<file path="src/rtl/tcp_m2s_dma_if.sv">
// tcp_m2s_dma_if: signal bundle for tcp_m2s_dma.
// Carries the descriptor handshake, the AXI4 read master channels,
// the AXIS byte stream toward the tx stream demux, and the status outputs.
// The master modport is the DMA side; the slave modport is the environment side.
interface tcp_m2s_dma_if #(
  parameter int ADDR_WIDTH = 32,
  parameter int LEN_WIDTH  = 16,
  parameter int DEST_WIDTH = 8
);
  logic                  s_desc_valid;
  logic                  s_desc_ready;
  logic [ADDR_WIDTH-1:0] s_desc_addr;
  logic [LEN_WIDTH-1:0]  s_desc_len;
  logic [DEST_WIDTH-1:0] s_desc_dest;

  logic                  m_axi_arvalid;
  logic                  m_axi_arready;
  logic [ADDR_WIDTH-1:0] m_axi_araddr;
  logic [7:0]            m_axi_arlen;
  logic [2:0]            m_axi_arsize;
  logic [1:0]            m_axi_arburst;

  logic                  m_axi_rvalid;
  logic                  m_axi_rready;
  logic [31:0]           m_axi_rdata;
  logic [1:0]            m_axi_rresp;
  logic                  m_axi_rlast;

  logic [7:0]            m_axis_tdata;
  logic [0:0]            m_axis_tkeep;
  logic                  m_axis_tvalid;
  logic                  m_axis_tready;
  logic                  m_axis_tlast;
  logic [DEST_WIDTH-1:0] m_axis_tdest;
  logic [0:0]            m_axis_tuser;

  logic                  o_done;
  logic                  o_err;
  logic                  o_busy;

  modport master (
    input  s_desc_valid, s_desc_addr, s_desc_len, s_desc_dest,
    output s_desc_ready,
    output m_axi_arvalid, m_axi_araddr, m_axi_arlen, m_axi_arsize, m_axi_arburst,
    input  m_axi_arready,
    input  m_axi_rvalid, m_axi_rdata, m_axi_rresp, m_axi_rlast,
    output m_axi_rready,
    output m_axis_tdata, m_axis_tkeep, m_axis_tvalid, m_axis_tlast, m_axis_tdest, m_axis_tuser,
    input  m_axis_tready,
    output o_done, o_err, o_busy
  );

  modport slave (
    output s_desc_valid, s_desc_addr, s_desc_len, s_desc_dest,
    input  s_desc_ready,
    input  m_axi_arvalid, m_axi_araddr, m_axi_arlen, m_axi_arsize, m_axi_arburst,
    output m_axi_arready,
    output m_axi_rvalid, m_axi_rdata, m_axi_rresp, m_axi_rlast,
    input  m_axi_rready,
    input  m_axis_tdata, m_axis_tkeep, m_axis_tvalid, m_axis_tlast, m_axis_tdest, m_axis_tuser,
    output m_axis_tready,
    input  o_done, o_err, o_busy
  );
endinterface

</file>
<file path="src/rtl/tcp_m2s_dma.sv">
// tcp_m2s_dma: memory-to-stream DMA feeding the TCP tx stream demux.
// Takes one descriptor (byte address, byte count, destination), reads the
// covering 32-bit words one AXI4 single-beat read at a time and emits the
// selected bytes little-endian on an 8-bit AXIS stream with tlast on the
// final byte.
// Optional feature: define TCP_M2S_DMA_ERR_EN to honour rresp. A failed read
// terminates the frame with a 0x00 byte flagged by tuser (if any byte was
// already sent) and reports o_err with o_done.
module tcp_m2s_dma #(
  parameter int ADDR_WIDTH = 32,
  parameter int LEN_WIDTH  = 16,
  parameter int DEST_WIDTH = 8
) (
  input logic           i_clk,
  input logic           i_rst,
  tcp_m2s_dma_if.master bus
);

  localparam logic [2:0] ST_IDLE   = 3'd0;
  localparam logic [2:0] ST_AR     = 3'd1;
  localparam logic [2:0] ST_R      = 3'd2;
  localparam logic [2:0] ST_STREAM = 3'd3;
  localparam logic [2:0] ST_DONE   = 3'd4;

  localparam logic [LEN_WIDTH-1:0]  LEN_ONE  = {{(LEN_WIDTH-1){1'b0}}, 1'b1};
  localparam logic [LEN_WIDTH-1:0]  LEN_TWO  = {{(LEN_WIDTH-2){1'b0}}, 2'b10};
  localparam logic [ADDR_WIDTH-1:0] ADDR_ONE = {{(ADDR_WIDTH-1){1'b0}}, 1'b1};

  logic [2:0]            state_r;
  logic [ADDR_WIDTH-1:0] cur_addr_r;
  logic [LEN_WIDTH-1:0]  remaining_r;
  logic [DEST_WIDTH-1:0] dest_r;
  logic [31:0]           word_r;
  logic [7:0]            tdata_r;
  logic                  desc_ready_r;
  logic                  arvalid_r;
  logic                  rready_r;
  logic                  tvalid_r;
  logic                  tlast_r;
  logic                  tuser_r;
  logic                  done_r;
  logic                  err_r;
  logic                  busy_r;
  logic                  emitted_r;   // at least one byte of this frame accepted
  logic                  err_flag_r;  // frame hit a read error
  logic                  err_byte_r;  // current tvalid byte is the error terminator

  logic [ADDR_WIDTH-1:0] next_addr_s;
  logic [LEN_WIDTH-1:0]  next_rem_s;
  logic                  rresp_bad_s;
  logic                  unused_s;

  // Pick byte lane 0..3 of a little-endian 32-bit word.
  function automatic logic [7:0] lane_byte(input logic [31:0] word, input logic [1:0] lane);
    case (lane)
      2'd0:    lane_byte = word[7:0];
      2'd1:    lane_byte = word[15:8];
      2'd2:    lane_byte = word[23:16];
      default: lane_byte = word[31:24];
    endcase
  endfunction

  // Byte-advance arithmetic and read-error qualification.
  always_comb begin
    next_addr_s = cur_addr_r + ADDR_ONE;
    next_rem_s  = remaining_r - LEN_ONE;
`ifdef TCP_M2S_DMA_ERR_EN
    rresp_bad_s = (bus.m_axi_rresp != 2'b00);
`else
    rresp_bad_s = 1'b0;
`endif
  end

  // Single-beat reads: rlast carries no information; rresp only matters with error handling.
  assign unused_s = ^{bus.m_axi_rlast, bus.m_axi_rresp};

  // Descriptor / read / stream sequencer with registered outputs.
  always_ff @(posedge i_clk or posedge i_rst) begin
    if (i_rst) begin
      state_r      <= ST_IDLE;
      cur_addr_r   <= '0;
      remaining_r  <= '0;
      dest_r       <= '0;
      word_r       <= 32'd0;
      tdata_r      <= 8'd0;
      desc_ready_r <= 1'b0;
      arvalid_r    <= 1'b0;
      rready_r     <= 1'b0;
      tvalid_r     <= 1'b0;
      tlast_r      <= 1'b0;
      tuser_r      <= 1'b0;
      done_r       <= 1'b0;
      err_r        <= 1'b0;
      busy_r       <= 1'b0;
      emitted_r    <= 1'b0;
      err_flag_r   <= 1'b0;
      err_byte_r   <= 1'b0;
    end else begin
      done_r <= 1'b0;
      err_r  <= 1'b0;
      case (state_r)
        ST_IDLE: begin
          if (bus.s_desc_valid && desc_ready_r) begin
            cur_addr_r   <= bus.s_desc_addr;
            remaining_r  <= bus.s_desc_len;
            dest_r       <= bus.s_desc_dest;
            desc_ready_r <= 1'b0;
            busy_r       <= 1'b1;
            emitted_r    <= 1'b0;
            err_flag_r   <= 1'b0;
            if (bus.s_desc_len == '0) begin
              state_r <= ST_DONE;
            end else begin
              state_r   <= ST_AR;
              arvalid_r <= 1'b1;
            end
          end else begin
            desc_ready_r <= 1'b1;
          end
        end
        ST_AR: begin
          if (bus.m_axi_arready) begin
            arvalid_r <= 1'b0;
            rready_r  <= 1'b1;
            state_r   <= ST_R;
          end
        end
        ST_R: begin
          if (bus.m_axi_rvalid) begin
            rready_r <= 1'b0;
            if (rresp_bad_s) begin
              err_flag_r <= 1'b1;
              if (emitted_r) begin
                tvalid_r   <= 1'b1;
                tdata_r    <= 8'h00;
                tlast_r    <= 1'b1;
                tuser_r    <= 1'b1;
                err_byte_r <= 1'b1;
                state_r    <= ST_STREAM;
              end else begin
                state_r <= ST_DONE;
              end
            end else begin
              word_r   <= bus.m_axi_rdata;
              tvalid_r <= 1'b1;
              tdata_r  <= lane_byte(bus.m_axi_rdata, cur_addr_r[1:0]);
              tlast_r  <= (remaining_r == LEN_ONE);
              state_r  <= ST_STREAM;
            end
          end
        end
        ST_STREAM: begin
          if (bus.m_axis_tready) begin
            emitted_r <= 1'b1;
            if (err_byte_r) begin
              tvalid_r   <= 1'b0;
              tlast_r    <= 1'b0;
              tuser_r    <= 1'b0;
              err_byte_r <= 1'b0;
              state_r    <= ST_DONE;
            end else begin
              cur_addr_r  <= next_addr_s;
              remaining_r <= next_rem_s;
              if (remaining_r == LEN_ONE) begin
                tvalid_r <= 1'b0;
                tlast_r  <= 1'b0;
                state_r  <= ST_DONE;
              end else if (cur_addr_r[1:0] == 2'b11) begin
                tvalid_r  <= 1'b0;
                arvalid_r <= 1'b1;
                state_r   <= ST_AR;
              end else begin
                tdata_r <= lane_byte(word_r, next_addr_s[1:0]);
                tlast_r <= (remaining_r == LEN_TWO);
              end
            end
          end
        end
        ST_DONE: begin
          done_r       <= 1'b1;
          err_r        <= err_flag_r;
          busy_r       <= 1'b0;
          desc_ready_r <= 1'b1;
          state_r      <= ST_IDLE;
        end
        default: begin
          state_r <= ST_IDLE;
        end
      endcase
    end
  end

  assign bus.s_desc_ready  = desc_ready_r;
  assign bus.m_axi_arvalid = arvalid_r;
  assign bus.m_axi_araddr  = {cur_addr_r[ADDR_WIDTH-1:2], 2'b00};
  assign bus.m_axi_arlen   = 8'd0;
  assign bus.m_axi_arsize  = 3'b010;
  assign bus.m_axi_arburst = 2'b01;
  assign bus.m_axi_rready  = rready_r;
  assign bus.m_axis_tdata  = tdata_r;
  assign bus.m_axis_tkeep  = 1'b1;
  assign bus.m_axis_tvalid = tvalid_r;
  assign bus.m_axis_tlast  = tlast_r;
  assign bus.m_axis_tdest  = dest_r;
  assign bus.m_axis_tuser  = tuser_r;
  assign bus.o_done        = done_r;
  assign bus.o_err         = err_r;
  assign bus.o_busy        = busy_r;

endmodule

</file>
<file path="src/flat_wrapper.sv">
// flat-port wrapper written by rule: the top's interface ports become plain ports
module tcp_m2s_dma_flat 
#(
  parameter int ADDR_WIDTH = 32,
  parameter int LEN_WIDTH  = 16,
  parameter int DEST_WIDTH = 8
)
  (i_clk, i_rst, bus_s_desc_valid, bus_s_desc_addr, bus_s_desc_len, bus_s_desc_dest, bus_s_desc_ready, bus_m_axi_arvalid, bus_m_axi_araddr, bus_m_axi_arlen, bus_m_axi_arsize, bus_m_axi_arburst, bus_m_axi_arready, bus_m_axi_rvalid, bus_m_axi_rdata, bus_m_axi_rresp, bus_m_axi_rlast, bus_m_axi_rready, bus_m_axis_tdata, bus_m_axis_tkeep, bus_m_axis_tvalid, bus_m_axis_tlast, bus_m_axis_tdest, bus_m_axis_tuser, bus_m_axis_tready, bus_o_done, bus_o_err, bus_o_busy);
  tcp_m2s_dma_if #(.ADDR_WIDTH(ADDR_WIDTH), .LEN_WIDTH(LEN_WIDTH), .DEST_WIDTH(DEST_WIDTH)) bus_i ();
  input logic i_clk;
  input logic i_rst;
  input wire logic [$bits(bus_i.s_desc_valid)-1:0] bus_s_desc_valid;
  input wire logic [$bits(bus_i.s_desc_addr)-1:0] bus_s_desc_addr;
  input wire logic [$bits(bus_i.s_desc_len)-1:0] bus_s_desc_len;
  input wire logic [$bits(bus_i.s_desc_dest)-1:0] bus_s_desc_dest;
  output wire logic [$bits(bus_i.s_desc_ready)-1:0] bus_s_desc_ready;
  output wire logic [$bits(bus_i.m_axi_arvalid)-1:0] bus_m_axi_arvalid;
  output wire logic [$bits(bus_i.m_axi_araddr)-1:0] bus_m_axi_araddr;
  output wire logic [$bits(bus_i.m_axi_arlen)-1:0] bus_m_axi_arlen;
  output wire logic [$bits(bus_i.m_axi_arsize)-1:0] bus_m_axi_arsize;
  output wire logic [$bits(bus_i.m_axi_arburst)-1:0] bus_m_axi_arburst;
  input wire logic [$bits(bus_i.m_axi_arready)-1:0] bus_m_axi_arready;
  input wire logic [$bits(bus_i.m_axi_rvalid)-1:0] bus_m_axi_rvalid;
  input wire logic [$bits(bus_i.m_axi_rdata)-1:0] bus_m_axi_rdata;
  input wire logic [$bits(bus_i.m_axi_rresp)-1:0] bus_m_axi_rresp;
  input wire logic [$bits(bus_i.m_axi_rlast)-1:0] bus_m_axi_rlast;
  output wire logic [$bits(bus_i.m_axi_rready)-1:0] bus_m_axi_rready;
  output wire logic [$bits(bus_i.m_axis_tdata)-1:0] bus_m_axis_tdata;
  output wire logic [$bits(bus_i.m_axis_tkeep)-1:0] bus_m_axis_tkeep;
  output wire logic [$bits(bus_i.m_axis_tvalid)-1:0] bus_m_axis_tvalid;
  output wire logic [$bits(bus_i.m_axis_tlast)-1:0] bus_m_axis_tlast;
  output wire logic [$bits(bus_i.m_axis_tdest)-1:0] bus_m_axis_tdest;
  output wire logic [$bits(bus_i.m_axis_tuser)-1:0] bus_m_axis_tuser;
  input wire logic [$bits(bus_i.m_axis_tready)-1:0] bus_m_axis_tready;
  output wire logic [$bits(bus_i.o_done)-1:0] bus_o_done;
  output wire logic [$bits(bus_i.o_err)-1:0] bus_o_err;
  output wire logic [$bits(bus_i.o_busy)-1:0] bus_o_busy;
  assign bus_i.s_desc_valid = bus_s_desc_valid;
  assign bus_i.s_desc_addr = bus_s_desc_addr;
  assign bus_i.s_desc_len = bus_s_desc_len;
  assign bus_i.s_desc_dest = bus_s_desc_dest;
  assign bus_s_desc_ready = bus_i.s_desc_ready;
  assign bus_m_axi_arvalid = bus_i.m_axi_arvalid;
  assign bus_m_axi_araddr = bus_i.m_axi_araddr;
  assign bus_m_axi_arlen = bus_i.m_axi_arlen;
  assign bus_m_axi_arsize = bus_i.m_axi_arsize;
  assign bus_m_axi_arburst = bus_i.m_axi_arburst;
  assign bus_i.m_axi_arready = bus_m_axi_arready;
  assign bus_i.m_axi_rvalid = bus_m_axi_rvalid;
  assign bus_i.m_axi_rdata = bus_m_axi_rdata;
  assign bus_i.m_axi_rresp = bus_m_axi_rresp;
  assign bus_i.m_axi_rlast = bus_m_axi_rlast;
  assign bus_m_axi_rready = bus_i.m_axi_rready;
  assign bus_m_axis_tdata = bus_i.m_axis_tdata;
  assign bus_m_axis_tkeep = bus_i.m_axis_tkeep;
  assign bus_m_axis_tvalid = bus_i.m_axis_tvalid;
  assign bus_m_axis_tlast = bus_i.m_axis_tlast;
  assign bus_m_axis_tdest = bus_i.m_axis_tdest;
  assign bus_m_axis_tuser = bus_i.m_axis_tuser;
  assign bus_i.m_axis_tready = bus_m_axis_tready;
  assign bus_o_done = bus_i.o_done;
  assign bus_o_err = bus_i.o_err;
  assign bus_o_busy = bus_i.o_busy;
  tcp_m2s_dma #(.ADDR_WIDTH(ADDR_WIDTH), .LEN_WIDTH(LEN_WIDTH), .DEST_WIDTH(DEST_WIDTH)) u_core (.i_clk(i_clk), .i_rst(i_rst), .bus(bus_i));
endmodule
</file>
<file path="config.mk">
export PLATFORM = sky130hd
export DESIGN_NAME = tcp_m2s_dma_flat
export DESIGN_NICKNAME = d
export VERILOG_FILES = /design/src/rtl/tcp_m2s_dma_if.sv /design/src/rtl/tcp_m2s_dma.sv /design/src/flat_wrapper.sv
export SDC_FILE = /design/constraint.sdc
export NUM_CORES = 1
export LEC_CHECK = 0
export CAP_MARGIN = 20
export CELL_PAD_IN_SITES_DETAIL_PLACEMENT = 0
export CELL_PAD_IN_SITES_GLOBAL_PLACEMENT = 1
export CORE_MARGIN = 1
export CORE_UTILIZATION = 37
export CTS_CLUSTER_DIAMETER = 60
export DETAILED_ROUTE_END_ITERATION = 10
export PLACE_DENSITY_LB_ADDON = 0.1
export SLEW_MARGIN = 30
export SYNTH_ARGS = -nofsm -noshare
export SYNTH_HDL_FRONTEND = slang
export SYNTH_SLANG_ARGS = --single-unit
</file>
<file path="constraint.sdc">
create_clock -name i_clk -period 4.4 [get_ports i_clk]
set_clock_uncertainty 0.05 [all_clocks]
set_input_delay 0.88 -clock i_clk [delete_from_list [all_inputs] [get_ports i_clk]]
set_output_delay 0.88 -clock i_clk [all_outputs]
set_load 0.02 [all_outputs]
</file>
After elaboration in Yosys (flattened, before gate mapping):

Index checks and enable logic that the tools add are counted.

* equal/unequal tests: 21
* reduce and logical (&&, ||, !) cells: 20
* muxes and demuxes: 46
* add/subtract/negate cells: 2

Operators by type and width (number)
* $mux W32: 2
* $pmux W32 S2: 1
* $pmux W8 S3: 2
* $add A32 B1 Y32 const B: 1
* $mux W16: 2
* $mux W8: 4
* $pmux W16 S2: 1
* $mux W3: 7
* $mux W1: 19
* $eq A16 B1 Y1 const B: 1
* $eq A16 B2 Y1 const B: 1
* $logic_not A16 Y1: 1
* $pmux W8 S2: 1
* $sub A16 B1 Y16 const B: 1
* $ne A2 B2 Y1 const B: 6
* $pmux W3 S4: 1
* $pmux W1 S2: 5
* $reduce_and A5 Y1: 2
* $reduce_and A4 Y1: 2
* $reduce_bool A2 Y1: 4
* $reduce_and A7 Y1: 1
* $eq A2 B2 Y1 const B: 3
* $eq A3 B2 Y1 const B: 2
* $reduce_and A2 Y1: 3
* 12 further kinds: 16

* input port bits: 97
* register bits after elaboration: 106
* word-level logic and storage cells: 102
* output and inout bits: 71

Depth between registers and ports, before layout:

* depth in word-level cells: 7
* depth in mapped cells: 9

Least setup slack after synthesis:

OpenSTA, ideal clock, no wires.

* kind: input port to flip-flop
* start point: in bus_m_axis_tready
* end point: reg u_core.word_r[0]
* data arrival time: 1.999 ns
* cell stages on the path: 5
* required time: 4.225 ns
* slack: 2.226 ns
* buffers on the path: 1
* cells stage by stage: mux2i_1 -> nand2b_1 -> nor2_1 -> buf_2 -> mux2_2

RTL lines
* from (decl): RTL line flat_wrapper.sv:34 `input wire logic [$bits(bus_i.m_axis_tready)-1:0] bus_m_axis_tready;`
* to (signal assigned): RTL line tcp_m2s_dma.sv:144 `word_r <= bus.m_axi_rdata;`
* to (decl): RTL line tcp_m2s_dma.sv:33 `logic [31:0] word_r;`

Worst setup path after layout:

* start point: in bus_s_desc_valid
* end point: reg u_core.cur_addr_r[27]

* longest elaborated chain between the ends: 3

RTL lines
* from (decl): RTL line flat_wrapper.sv:12 `input wire logic [$bits(bus_i.s_desc_valid)-1:0] bus_s_desc_valid;`
* $logic_and A1 B1 Y1: RTL line tcp_m2s_dma.sv:103 `if (bus.s_desc_valid && desc_ready_r) begin`
* $ne A2 B1 Y1 (no line)
* $reduce_and A3 Y1 (no line)
* to (signal assigned): RTL line tcp_m2s_dma.sv:104 `cur_addr_r <= bus.s_desc_addr;`
* to (signal assigned): RTL line tcp_m2s_dma.sv:162 `cur_addr_r <= next_addr_s;`
* to (decl): RTL line tcp_m2s_dma.sv:30 `logic [ADDR_WIDTH-1:0] cur_addr_r;`

Every way passes these cells.
A chain may end at the register's enable or synchronous reset.

==> impl_metrics.tcl <==
set metrics [dict create \
    status "finished, final reports clean" \
    ctsHoldBuffers 0 \
    grt_overflow 0 \
    cp-end-kind "register" \
    core_area_um2 16600 \
    diodes 0 \
    area_growth_pct 26.2 \
    clockBufferDepth 2 \
    syn_inst 706 \
    antenna_left 0 \
    worst_slew_pin_slew_ps 784 \
    timing.rr.start "u_core.remaining_r[1]" \
    clk_pin_slew_ps 80 \
    via_per_inst 5.58 \
    grt_usage_pct 21.5 \
    drive_gt1_share_pct 10.1 \
    post_cts_buffers 0 \
    r2r_cells 6 \
    reg2reg_to "u_core.bus.m_axis_tdata[5]" \
    post_cts_resized 0 \
    pin_count 168 \
    gp_congestion 0.865 \
    fmax_mhz 374 \
    clock-root-buffer "clkbuf_16" \
    maxSlewViolCount 0 \
    worstPathMaxFanout 16 \
    async_reset_ff_share_pct 100 \
    wl_per_cell_um 17.9 \
    ys_types 64 \
    maxCapViolations 0 \
    arrival_ps 2860 \
    first_iter_violations 398 \
    synth_seq_area_share_pct 42.1 \
    vias 5701 \
    grt_pass1_vias 5675 \
    hold_viol_final 0 \
    avgSynthCellArea_um2 8.93 \
    slew_headroom_pct 47.2 \
    grt_max_degree 68 \
    routed_wirelength_um 18300 \
    rsz0062_at_grt "false" \
    dpl_worst_slack_ps 1330 \
    fin_nets 902 \
    endpoint "u_core.cur_addr_r[27]" \
    synth-edff-count 0 \
    fp.dieW_um 133 \
    grt_pass1_wl_um 30200 \
    worstSetupPathType "in -> reg" \
    rows 47 \
    required_ps 4590 \
    hold_path_class "reg -> reg" \
    total_power_w 0.00557 \
    netlist_area_um2 6310 \
    crit_start "bus_s_desc_valid" \
    clock_sinks 106 \
    setup_slack_ps 1730 \
    synth_seq_cells 106 \
    drc_errors 0 \
    tritoncts "done" \
    critPathLaunchType "input port" \
    setup_tns_ps 0 \
    dieArea_um2 17600 \
    synth_flop_cell "dfrtp_1" \
    antenna_found_initial 0 \
    p_per_area_nw_per_um2 700 \
    die_height_um 133 \
    firstDrtPassIters 5 \
    fin_crit_sh_pct 60.7 \
    fin_crit_ps 2670 \
    cts_buffers 9 \
    yosysWarnings 0 \
    peakVddDrop_v 0.000282 \
    initial_core_util_pct 38.0 \
    clk-insertion-delay-late_ps 360 \
    r2r_slack_ps 1740 \
    cts_max_level 3 \
    p_leak_nw 3.15 \
    hpwl_um 12700 \
    numPortBuffers 146 \
    setup_violations 0 \
]
[how the worst min path moves through the flow]
stage                                     from                         end  slack (ps)  cells after the start
global placement    u_core.bus.m_axis_tdest[3]  u_core.bus.m_axis_tdest[3]         410                      2
detailed placement  u_core.bus.m_axis_tdest[1]  u_core.bus.m_axis_tdest[1]         410                      2
finish              u_core.bus.m_axis_tdest[2]  u_core.bus.m_axis_tdest[2]         440                      2
floorplan                u_core.remaining_r[7]       u_core.remaining_r[7]         420                      1
global route        u_core.bus.m_axis_tdest[4]  u_core.bus.m_axis_tdest[4]         470                      2
CTS                 u_core.bus.m_axis_tdest[1]  u_core.bus.m_axis_tdest[1]         440                      2
[flip-flops by register name (all words and copies together), names as in the netlist]
| register | cells |
|---|---|
| u_core.bus.m_axis_tdata | 8 |
| u_core.bus.m_axis_tlast | 1 |
| u_core.cur_addr_r | 32 |
| u_core.bus.o_done | 1 |
| u_core.bus.o_busy | 1 |
| u_core.state_r | 3 |
| u_core.bus.m_axis_tdest | 8 |
| u_core.bus.s_desc_ready | 1 |
| u_core.bus.m_axi_arvalid | 1 |
| u_core.word_r | 32 |
| u_core.remaining_r | 16 |
| u_core.bus.m_axis_tvalid | 1 |
| u_core.bus.m_axi_rready | 1 |
[synth_stat cells (all sizes together) (7+ instances only)]
master	instances	area, µm²
a21oi	58	294
a222oi	16	160
a31oi	7	43.8
and3	12	75.1
buf	64	437
clkbuf	27	101
dfrtp	106	2650
ha	9	113
inv	12	45.0
mux2	40	450
nand2	80	300
nand3	23	120
nand4	15	100
nor2	68	255
nor3	20	111
nor4	13	103
o21ai	48	244
o22ai	12	75.1
[routing by layer]
| layer | track usage, % | up-vias | part of all wire [%] |
|---|---|---|---|
| li1 | - | 2711 | - |
| met1 | 29.4 | 2786 | 46 |
| met2 | 34.3 | 181 | 46 |
| met3 | 3.75 | 23 | 5.3 |
| met4 | 7.54 | 0 | 2.1 |
| met5 | 0 | - | 0 |
[layout by cell type (no fill, tap or decap), types with 5 or more instances in the layout]
cell type	synthesis	final
clkdlybuf4s50_1	0	146
dfrtp_1	106	106
nand2_1	80	80
nor2_1	68	66
a21oi_1	57	56
o21ai_0	47	47
mux2_2	40	40
nand3_1	22	22
nor3_1	19	19
conb_1	2	18
a222oi_1	16	16
nand4_1	14	14
o22ai_1	12	12
and3_1	12	11
nor4_1	11	11
inv_1	12	11
ha_1	9	9
clkbuf_16	0	9
a31oi_1	7	7
o22a_1	6	6
o2bb2ai_1	6	6
buf_4	48	6
a2bb2oi_1	5	5
a22oi_1	5	5
[where the power goes]
| group | internal, W | total, W | leakage, nW | switching, W |
|---|---|---|---|---|
| logic | 0.00127 | 0.00283 | 1.76 | 0.00156 |
| registers | 0.00144 | 0.00193 | 1.25 | 0.000496 |
| clock network | 0.000396 | 0.000807 | 0.143 | 0.000410 |
| total | 0.00310 | 0.00557 | 3.15 | 0.00247 |
[worst max-delay path, stage by stage]
cell	delay, ps
clkdlybuf4s50_1	510
nor4bb_1	550
nand2_1	550
o22ai_1	310
a21oi_1	60
[area by class of cell]
type	count	area [µm²]
Clock buffer	9	225
Clock inverter	7	60.1
Fill cell	1631	8630
Inverter	12	47.5
Multi-Input combinational cell	513	3160
Sequential cell	106	2650
Tap cell	220	275
Timing Repair Buffer	154	1540
[kinds of logic after synthesis]
logic type / count (synthesis) / share of synthesized area [%]
muxes: 41 / 7.30
buffers and inverters: 103 / 9.25
adders and majority gates: 9 / 1.79
and+or+nand+nor: 254 / 19.8
other: 2 / 0.119
AOI/OAI and AO/OA: 191 / 19.7
DFF: 106 / 42.1
[stage by stage]
step / cells / hold slack (ps) / cell area (µm²) / utilization [%]
floorplan: 722 / 420 / 6370 / -
global placement: 1004 / 408 / 7650 / 46.2
detailed placement: 1005 / 413 / 7670 / 46.3
CTS: 1021 / 441 / 7960 / 48.0
global route: 1021 / 472 / 7960 / 48.0
finish: 1021 / 440 / 7960 / 48.0
No activity file was read; power rests on OpenSTA's default activity.
